`src/rtl/pc_sequencer_pkg.sv`:
```
// Shared next-PC definitions: reset/exception addresses, redirect-buffer states
// and the npc source-select code also consumed by the hazard/debug trace.
package pc_sequencer_pkg;

  localparam logic [31:0] DEF_RESET_PC   = 32'h0000_3000;
  localparam logic [31:0] DEF_EXC_VECTOR = 32'h0000_4180;

  typedef enum logic {
    ST_RUN  = 1'b0,
    ST_PEND = 1'b1
  } state_e;

  typedef enum logic [2:0] {
    SEL_RESET = 3'd0,
    SEL_EXC   = 3'd1,
    SEL_ERET  = 3'd2,
    SEL_STALL = 3'd3,
    SEL_PEND  = 3'd4,
    SEL_REDIR = 3'd5,
    SEL_SEQ   = 3'd6
  } npc_sel_e;

endpackage

```
`src/rtl/pc_redirect_buf.sv`:
```
// Holds one branch/jump target that arrived while fetch was stalled.
// load wins over consume, so a redirect landing on the replay cycle stays buffered.
module pc_redirect_buf
  import pc_sequencer_pkg::*;
(
  input  logic        clk_i,
  input  logic        clr_i,
  input  logic        load_i,
  input  logic [31:0] load_tgt_i,
  input  logic        consume_i,
  input  logic        clear_i,
  output logic        valid_o,
  output logic [31:0] target_o
);

  state_e      state_q, state_d;
  logic [31:0] tgt_q, tgt_d;

  always_ff @(posedge clk_i) begin
    if (!clr_i) begin
      state_q <= ST_RUN;
      tgt_q   <= '0;
    end else begin
      state_q <= state_d;
      tgt_q   <= tgt_d;
    end
  end

  always_comb begin
    state_d = state_q;
    tgt_d   = tgt_q;
    if (clear_i) begin
      state_d = ST_RUN;
    end else if (load_i) begin
      state_d = ST_PEND;
      tgt_d   = load_tgt_i;
    end else if (consume_i) begin
      state_d = ST_RUN;
    end
  end

  assign valid_o  = (state_q == ST_PEND);
  assign target_o = tgt_q;

endmodule

```
`src/rtl/pc_sequencer.sv`:
```
// Next-PC selection in front of the PC register: exception, eret, stall hold,
// buffered-redirect replay, branch/jump redirect, then sequential fetch.
module pc_sequencer
  import pc_sequencer_pkg::*;
#(
  parameter logic [31:0] RESET_PC   = DEF_RESET_PC,
  parameter logic [31:0] EXC_VECTOR = DEF_EXC_VECTOR
) (
  input  logic        clk,
  input  logic        clr,
  input  logic [31:0] pc,
  input  logic        stall,
  input  logic        br_take,
  input  logic [31:0] br_target,
  input  logic        j_take,
  input  logic [31:0] j_target,
  input  logic        exc_req,
  input  logic        eret_req,
  input  logic [31:0] epc,
  output logic [31:0] npc,
  output logic        if_flush,
  output logic        exl,
  output logic        pending
);

  logic        exl_q, exl_d;
  logic        redir;
  logic [31:0] redir_tgt;
  logic        buf_load, buf_consume, buf_clear;
  logic [31:0] pend_tgt;
  npc_sel_e    sel;

  assign redir     = br_take | j_take;
  assign redir_tgt = br_take ? br_target : j_target;

  pc_redirect_buf u_buf (
    .clk_i      (clk),
    .clr_i      (clr),
    .load_i     (buf_load),
    .load_tgt_i (redir_tgt),
    .consume_i  (buf_consume),
    .clear_i    (buf_clear),
    .valid_o    (pending),
    .target_o   (pend_tgt)
  );

  always_ff @(posedge clk) begin
    if (!clr) exl_q <= 1'b0;
    else      exl_q <= exl_d;
  end

  always_comb begin
    sel         = SEL_SEQ;
    exl_d       = exl_q;
    buf_load    = 1'b0;
    buf_consume = 1'b0;
    buf_clear   = 1'b0;
    if (!clr) begin
      sel = SEL_RESET;
    end else if (exc_req && !exl_q) begin
      sel       = SEL_EXC;
      exl_d     = 1'b1;
      buf_clear = 1'b1;
    end else if (eret_req) begin
      sel       = SEL_ERET;
      exl_d     = 1'b0;
      buf_clear = 1'b1;
    end else if (stall) begin
      sel      = SEL_STALL;
      buf_load = redir;
    end else if (pending) begin
      // Replay the buffered target; a fresh redirect this cycle becomes the next one.
      sel         = SEL_PEND;
      buf_load    = redir;
      buf_consume = ~redir;
    end else if (redir) begin
      sel = SEL_REDIR;
    end
  end

  always_comb begin
    npc      = pc + 32'd4;
    if_flush = 1'b0;
    case (sel)
      SEL_RESET: npc = RESET_PC;
      SEL_EXC:   begin npc = EXC_VECTOR; if_flush = 1'b1; end
      SEL_ERET:  begin npc = epc;        if_flush = 1'b1; end
      SEL_STALL: npc = pc;
      SEL_PEND:  npc = pend_tgt;
      SEL_REDIR: npc = redir_tgt;
      default:   npc = pc + 32'd4;
    endcase
  end

  assign exl = exl_q;

endmodule

```
`config.mk`:
```
export PLATFORM = sky130hd
export DESIGN_NAME = pc_sequencer
export DESIGN_NICKNAME = d
export VERILOG_FILES = /design/src/rtl/pc_sequencer_pkg.sv /design/src/rtl/pc_redirect_buf.sv /design/src/rtl/pc_sequencer.sv
export SDC_FILE = /design/constraint.sdc
export NUM_CORES = 1
export LEC_CHECK = 0
export BUFFER_PORTS_ARGS = -buffer_cell sky130_fd_sc_hd__buf_2
export CAP_MARGIN = 20
export CORE_ASPECT_RATIO = 1.2
export CORE_MARGIN = 5
export CORE_UTILIZATION = 50
export DETAILED_ROUTE_END_ITERATION = 6
export PLACE_DENSITY_LB_ADDON = 0.08
export SETUP_SLACK_MARGIN = 0.15
export SYNTH_ARGS = -nofsm -noshare
export SYNTH_HDL_FRONTEND = slang
export SYNTH_SLANG_ARGS = --single-unit
```
`constraint.sdc`:
```
create_clock -name clk -period 6.25 [get_ports clk]
set_input_delay 1.25 -clock clk [delete_from_list [all_inputs] [get_ports clk]]
set_output_delay 1.25 -clock clk [all_outputs]
set_load 0.01 [all_outputs]
```
Yosys cells after proc, flatten, opt, wreduce, memory -nomap -nowiden
Cells that the tools add are included.
- add/subtract/negate cells: 1
- $mul: 0
- div/mod/pow operators: 0
- $lt $le $gt $ge: 0
- equal/unequal tests: 5
- shift operators: 0
- mux-type cells: 26
- bitwise operators: 4
- reduce and logical (&&, ||, !) cells: 8
- operator list (operator ; number):
    $pmux W32 S6 ; 1
    $add A32 B3 Y32 const B ; 1
    $mux W32 ; 1
    $mux W1 ; 18
    $mux W3 ; 4
    $eq A3 B2 Y1 const B ; 2
    $eq A3 B3 Y1 const B ; 2
    $mux W2 ; 2
    $reduce_bool A2 Y1 ; 2
    $reduce_or A2 Y1 ; 2
    $eq A3 B1 Y1 const B ; 1
    $logic_not A3 Y1 ; 1
    $not A1 Y1 ; 3
    $reduce_and A2 Y1 ; 1
    $logic_and A1 B1 Y1 ; 1
    $logic_not A1 Y1 ; 1
    $or A1 B1 Y1 ; 1
- register bits: 34
- bits in latches: 0
- memory bits (writable): 0
- bits in read-only memories: 0
- bits of input ports: 135
- output and inout bits: 35
- logic and storage cells: 47
- memories: 0

Logic depth before layout (Yosys ltp)
Gate-level depths: netlist of the first run.
- word-level depth: 10
- depth in mapped cells: 9

Cells and area by module
Synthesis of the first run repeated with hierarchy kept, for this count alone.
- cells, all modules: 493
- area, all modules: 3626.0 µm²
- by module, submodules not included (module ; times used ; cells an instance ; area each (µm²) ; sequential area each (µm²)):
    pc_sequencer ; 1 ; 349 ; 2263.4 ; 20.0
    pc_redirect_buf ; 1 ; 144 ; 1362.6 ; 660.6

Least setup slack after synthesis of the first run
Ideal clock, no wire load.
- path type: input port to output port
- from: input port br_take
- to: output port npc[13]
- arrival time: 2.895 ns
- required time: 5.000 ns
- setup slack: 2.105 ns
- stages: 8
- buffers on the path: 4
- path through: buf_2 > nor4_2 > and3_1 > clkbuf_1 > buf_2 > buf_2 > nand4_1 > o211ai_1
- word-level cells in the longest chain between the ends: 9
- ends and longest elaborated chain (what ; RTL line ; text):
    start: declaration ; pc_sequencer.sv:13 ; input logic br_take,
    $or A1 B1 Y1 ; pc_sequencer.sv:33 ; assign redir = br_take | j_take;
    $mux W2 ; pc_sequencer.sv:76 ; end else if (redir) begin
    $mux W2 ; pc_sequencer.sv:71 ; end else if (pending) begin
    $mux W3 ; pc_sequencer.sv:68 ; end else if (stall) begin
    $mux W3 ; pc_sequencer.sv:64 ; end else if (eret_req) begin
    $mux W3 ; pc_sequencer.sv:60 ; end else if (exc_req && !exl_q) begin
    $mux W3 ; pc_sequencer.sv:58 ; if (!clr) begin
    $eq A3 B3 Y1 (tied with other cells) ; pc_sequencer.sv:84 ; case (sel)
    $pmux W32 S6 (*) ; pc_sequencer.sv:84 ;
    end: declaration ; pc_sequencer.sv:20 ; output logic [31:0] npc,
Every way passes the cells marked *; elsewhere a longest branch is shown, timed or not.

Worst setup path after layout of the first run
- from: input port j_take
- to: output port npc[16]
- word-level cells in the longest chain between the ends: 9
- ends and longest elaborated chain (what ; RTL line ; text):
    start: declaration ; pc_sequencer.sv:15 ; input logic j_take,
    $or A1 B1 Y1 (*) ; pc_sequencer.sv:33 ;
    $mux W2 (*) ; pc_sequencer.sv:76 ;
    $mux W2 (*) ; pc_sequencer.sv:71 ;
    $mux W3 (*) ; pc_sequencer.sv:68 ;
    $mux W3 (*) ; pc_sequencer.sv:64 ;
    $mux W3 (*) ; pc_sequencer.sv:60 ;
    $mux W3 (*) ; pc_sequencer.sv:58 ;
    $eq A3 B3 Y1 (tied with other cells) ; pc_sequencer.sv:84 ;
    $pmux W32 S6 (*) ; pc_sequencer.sv:84 ;
Marks and branches as above.

==> impl_metrics.toml, run 1 <==
[cells_and_area]
layout_common_cells = "169 x buf_2, 48 x nand2_1, 34 x dfxtp_1"
syn_to_final_growth_pct = 30.5
drive_gt1_share_pct = 36.4
fin_nets = 682
final_cells = 631
finalInstanceArea_um2 = 4170
antenna_cells = 0
final_common_cell = "buf_2"

[clocking]
cts.reportedPaths.clkPinSlew_ns = 0.07
clk_latency_ns = 0.29
cts_made_buffers = 5
cts_htree_levels = 2
ctsHoldBuffers = 0
cts_tree = "done"
cts.sinks = 34
postCtsSetupBuffers = 0
cts_max_path_buffers = 2
cts-resized-gates = 0
cts_root_buffer = "clkbuf_8"

[placement]
gp_congestion = 0.874
placedInstanceArea_um2 = 4060
dpl.hpwl_mm = 8.89
numPortBuffers = 169
dp_cells = 622

[synth]
async_flop_share_pct = 0
synth_cell_type_count = 60
synth_ff_type = "dfxtp_1"
syn_area_per_cell_um2 = 8.08
synth_edf_count = 0
synth_area_leader_cell = "dfxtp_1"
synth_area_leaders = "dfxtp_1 21%, mux2i_1 10%, o211a_1 9.7%"
synth_seq_cells = 34
syn_inst = 396
yosysTopAreaCellShare_pct = 21.3
yosys_warnings = 0
syn-cell-area_um2 = 3200
syn-num-nets = 532
ys_seq_area_share_pct = 21.3

[timing]
finClkSkew_ns = 0.00378
final.min_clock_period_ns = 4.94
rsz0062_at_grt = "no"
post-route-period-util_pct = 79.0
drv_slew = 0
timing.final.hold_violations = 0
setup_viol = 0
maxSlewHeadroom_pct = 27.8
worst_slew_pin_slew_ns = 1.07
tns_ns = 0
fmax_mhz = 203

[floorplanning]
ios = 170
std_cell_rows = 32
chipHeight_um = 97.6
placeableCoreArea_um2 = 6330
start_util_pct = 50.6
dieArea_um2 = 8100
die_w_um = 83.0

[worst_setup_path]
critPathTopFamily = "simple AND/OR/NAND/NOR gates"
cp-end-kind = "output pin"
r2r-end = "u_buf.target_o[17]"
crit_chain = "buf_2 > nor4_2 > nand3_1 > buf_4 > or4_1 > o2111ai_1 > buf_2"
cp.arrival_ns = 3.69
ff2ff_setup_slack_ns = 3.56
rr_worst_depth = 6
r2r_start = "exl"
critPathMaxFanout = 17
cp_slowest_cell = "nand3_1"
slowest_delay_ns = 0.58
cpMostUsedCell = "buf_2"
required_ns = 5.00
crit_buf_inv = 3
start_kind = "input pin"
crit_type = "input pin to output pin"
critical_path.startpoint = "j_take"

[route]
dr.first_iter.drc_count = 441
via_count = 4045
wl_mm = 12.0
drc = 0
wl_per_cell_um = 19.0
dr.pass1.iters = 5
antenna_left = 0
via_per_inst = 6.41

[pwr]
power.leakage_nw = 2.19
power.total_uw = 588
clkPwrFrac_pct = 27.1
switching_share_pct = 33.3
peakVddDrop_uv = 80.6
p_seq_share_pct = 39.3
switchingPower_uw = 196
p_int_uw = 392
power_frac_comb_pct = 33.5
cellPowerDensity_nw_per_um2 = 141

[hold_path]
holdCritStartpoint = "u_buf.target_o[13]"
min_to = "u_buf.target_o[13]"
hold_class = "flip-flop to flip-flop"
whs_path_depth = 1

[global_routing]
overflow = 0
grt_pass1_wl_mm = 19.4
grt_start_max_net_pins = 48
grt.total_usage_pct = 28.8
antenna_found_initial = 0
first_global_vias = 4065

[status]
status = "complete, no violations"

[flow_run]
cap_violations = 0
==> Yosys cell counts (all sizes together), types with 2 or more instances <==
library cell / number
a222oi: 15
buf: 13
nor3: 6
mux2: 3
a21boi: 2
o221ai: 7
nand3: 18
inv: 8
or4: 4
nor2: 13
a31oi: 3
xor2: 3
a21oi: 13
nand2b: 2
o211ai: 7
clkbuf: 22
nor2b: 6
nor4: 10
a22oi: 5
a311oi: 3
o21ai: 16
nand4: 12
a221o: 9
a211oi: 6
o2111ai: 5
xnor2: 5
a221oi: 2
and4: 2
o22ai: 2
o32ai: 2
mux2i: 32
and2: 3
o31a: 2
and3: 6
dfxtp: 34
o211a: 31
a21o: 2
o21a: 2
nand2: 48
==> final cells by class <==
type | instances | area [µm²]
Clock buffer | 7 | 76.3
Fill cell | 551 | 2150
Inverter | 8 | 30.0
Multi-Input combinational cell | 319 | 2350
Sequential cell | 34 | 681
Tap cell | 85 | 106
Timing Repair Buffer | 178 | 931
==> power by group through the flow <==
stage | registers (mW) | logic (mW) | clock network [mW]
final | 0.231 | 0.197 | 0.159
after global routing | 0.232 | 0.215 | 0.172
after CTS | 0.231 | 0.194 | 0.164
after detailed placement | 0.236 | 0.193 | 0
after global placement | 0.236 | 0.190 | 0
after floorplan | 0.235 | 0.102 | 0
==> metrics by stage <==
step	utilization, %	worst slack [ns]	hold slack, ns
2_1_floorplan	-	2.11	0.471
3_3_place_gp	64.2	1.36	0.479
3_5_place_dp	64.2	1.33	0.487
4_1_cts	65.4	1.32	0.505
5_1_grt	66.0	1.10	0.518
6_report	66.0	1.31	0.506
==> worst max-delay path by stage <==
stage | to | slack [ns] | cells past startpoint
after floorplan | npc[13] | 2.11 | 8
after CTS | npc[14] | 1.32 | 7
final | npc[16] | 1.31 | 7
after detailed placement | npc[14] | 1.33 | 7
after global routing | npc[16] | 1.10 | 7
after global placement | npc[27] | 1.36 | 7
==> routing by layer <==
| layer | track usage, % | routed length [µm] | share of wire, % | vias to the layer above |
|---|---|---|---|---|
| met4 | 10.7 | 311 | 2.6 | 0 |
| met5 | 0 | 0 | 0 | - |
| li1 | - | - | - | 1899 |
| met2 | 49.1 | 5950 | 50 | 234 |
| met3 | 7.38 | 1120 | 9.3 | 33 |
| met1 | 34.5 | 4640 | 39 | 1879 |
==> state kept, by name, summed over array words and instances, names as in the netlist <==
name	count
exl	1
u_buf.target_o	32
u_buf.valid_o	1
==> logic make-up after synthesis <==
kind of cell    after synthesis  share of synthesized area [%]
fa+ha+maj                     1                          0.391
buf+inv                      43                           5.67
xor+xnor                      8                           2.19
mux                          35                           11.1
simple gates                134                           23.0
compound gates              141                           36.4
flops                        34                           21.3
Power figures use the tool's default switching activity.
==> run 2: changes to the inputs <==
--- a/config.mk
+++ b/config.mk
@@ -5,11 +5,12 @@
 export SDC_FILE = /design/constraint.sdc
 export NUM_CORES = 1
 export LEC_CHECK = 0
+export ABC_AREA = 1
 export BUFFER_PORTS_ARGS = -buffer_cell sky130_fd_sc_hd__buf_2
 export CAP_MARGIN = 20
 export CORE_ASPECT_RATIO = 1.2
 export CORE_MARGIN = 5
-export CORE_UTILIZATION = 50
+export CORE_UTILIZATION = 49
 export DETAILED_ROUTE_END_ITERATION = 6
 export PLACE_DENSITY_LB_ADDON = 0.08
 export SETUP_SLACK_MARGIN = 0.15
==> constraint.sdc (replaced) <==
create_clock -name clk -period 4.8 [get_ports clk]
set_input_delay 0.96 -clock clk [delete_from_list [all_inputs] [get_ports clk]]
set_output_delay 0.96 -clock clk [all_outputs]
set_load 0.01 [all_outputs]
==> impl_metrics.toml, run 2 <==
[status]
status = "complete, no violations"

[worst_setup_path]
slowest_delay_ns = 0.43
critPathTopFamily = "simple AND/OR/NAND/NOR gates"
cp_slowest_cell = "nand2_2"
start_kind = "input pin"
crit_buf_inv = 2
cp.arrival_ns = 2.90
critPathMaxFanout = 27
crit_type = "input pin to output pin"
crit_chain = "buf_2 > o21ai_1 > nand2_1 > nand2_2 > nand2_1 > nand2_2 > nand2_1 > nor2_2 > nand2_1 > nand3_1 > buf_2"
cpMostUsedCell = "nand2_1"
required_ns = 3.84
cp-end-kind = "output pin"

[synth]
async_flop_share_pct = 0
yosysTopAreaCellShare_pct = 21.2
synth_area_leaders = "nand2_1 21%, dfxtp_1 18%, nand4_1 13%"
synth_edf_count = 0
synth_cell_type_count = 24
yosys_warnings = 0
ys_seq_area_share_pct = 18.1
syn_inst = 661
synth.most_common_cell = "nand2_1"
syn-cell-area_um2 = 3750
synth_ff_type = "dfxtp_1"
synth_common_cells = "212 x nand2_1, 80 x nand4_1, 73 x nor2_1"
synth_seq_cells = 34
syn-num-nets = 797
synth_area_leader_cell = "nand2_1"
syn_area_per_cell_um2 = 5.68

[route]
dr.first_iter.drc_count = 440
wl_mm = 15.1
drc = 0
antenna_left = 0
wl_per_cell_um = 16.7
via_per_inst = 5.77
via_count = 5214
dr.pass1.iters = 5

[pwr]
switchingPower_uw = 292
power.total_uw = 813
power.leakage_nw = 2.23
peakVddDrop_uv = 115
p_seq_share_pct = 36.3
power_frac_comb_pct = 36.1
clkPwrFrac_pct = 27.6
switching_share_pct = 35.9
cellPowerDensity_nw_per_um2 = 172
p_int_uw = 521

[timing]
final.min_clock_period_ns = 3.86
fmax_mhz = 259
rsz0062_at_grt = "no"
timing.final.hold_violations = 0
setup_viol = 0
worst_slew_pin_slew_ns = 0.789
layout_setup_ws_ns = 0.936
maxSlewHeadroom_pct = 47.4
finClkSkew_ns = 0.00454
post-route-period-util_pct = 80.5
tns_ns = 0
worst_hold_slack_ns = 0.469
drv_slew = 0

[cells_and_area]
final_common_cell = "nand2_1"
final_cells = 903
largest_register_ffs = 32
syn_to_final_growth_pct = 25.7
fillers = 792
fin_util_pct = 62.3
layout_common_cells = "212 x nand2_1, 169 x buf_2, 80 x nand4_1"
fin_nets = 946
antenna_cells = 0
drive_gt1_share_pct = 28.4
finalInstanceArea_um2 = 4720

[floorplanning]
placeableCoreArea_um2 = 7580
ios = 170
dieArea_um2 = 9520
die_w_um = 89.9
start_util_pct = 49.6
chipHeight_um = 106
std_cell_rows = 35

[placement]
pre_cts_slack_ns = 0.976
dp_cells = 895
placedInstanceArea_um2 = 4630
gp_congestion = 1.05
dpl.hpwl_mm = 12.0
numPortBuffers = 169

[clocking]
cts.sinks = 34
cts_htree_levels = 2
cts_made_buffers = 5
ctsHoldBuffers = 0
cts_max_path_buffers = 2
postCtsSetupBuffers = 0
cts.reportedPaths.clkPinSlew_ns = 0.07
clk_latency_ns = 0.29
cts-resized-gates = 0
cts_root_buffer = "clkbuf_8"
cts_tree = "done"

[global_routing]
first_global_vias = 4869
overflow = 0
antenna_found_initial = 0
grt_start_max_net_pins = 38
grt_pass1_wl_mm = 23.9
grt.total_usage_pct = 30.2

[hold_path]
hold_class = "flip-flop to flip-flop"

[flow_run]
cap_violations = 0
[run 2: cell types whose count changed after synthesis, moves of 31 or more]
cell and delta:
inv_1 +43, nand3_1 +39, nand2_1 +164, nand4_1 +68
nor2_1 +60, o211a_1 -31
[run 2: cells by family after synthesis]
group,after synthesis,share of synthesized area (%)
buf+inv,95,10.4
mux,32,9.40
compound gates,58,8.26
xor+xnor,13,3.03
flops,34,18.1
simple gates,428,50.5
fa+ha+maj,1,0.333
[run 2: worst min-delay path: stages, from the launching register on]
cell and delay, ns:
dfxtp_1 0.31, nand2_1 0.06, a21oi_1 0.05
[run 2: power groups by stage]
| stage | clock network (mW) | registers [mW] | logic, mW |
|---|---|---|---|
| 2_1_floorplan | 0 | 0.301 | 0.161 |
| 3_3_place_gp | 0 | 0.301 | 0.284 |
| 3_5_place_dp | 0 | 0.302 | 0.288 |
| 4_1_cts | 0.228 | 0.295 | 0.290 |
| 5_1_grt | 0.242 | 0.296 | 0.322 |
| 6_report | 0.224 | 0.296 | 0.293 |
[run 2: final cells by class]
type | instances | area (µm²) | area share (%)
inverters | 57 | 214 | 4.53
multi-input cells | 532 | 2690 | 57.0
flip-flops and latches | 34 | 681 | 14.4
repair buffers | 180 | 928 | 19.7
well taps | 92 | 115 | 2.44
clock buffers | 7 | 86.3 | 1.83
clock inverters | 1 | 5.00 | 0.106
[run 2: per-layer routing]
metal,track usage (%),vias to the layer above,part of all wire [%]
met1,40.5,2350,42
met3,6.23,39,10
li1,-,2517,-
met5,0,-,0
met4,10.3,0,2.7
met2,48.1,308,46
[run 2: worst paths after layout]
| path | from | end | slack, ns | cells after the start |
|---|---|---|---|---|
| worst min-delay path | u_buf.target_o[1] | u_buf.target_o[1] | 0.47 | 2 |
| worst max register to register | exl | u_buf.target_o[31] | 2.52 | 10 |
| worst min register to register | u_buf.target_o[1] | u_buf.target_o[1] | 0.47 | 2 |
| worst max-delay path | j_take | npc[7] | 0.94 | 11 |
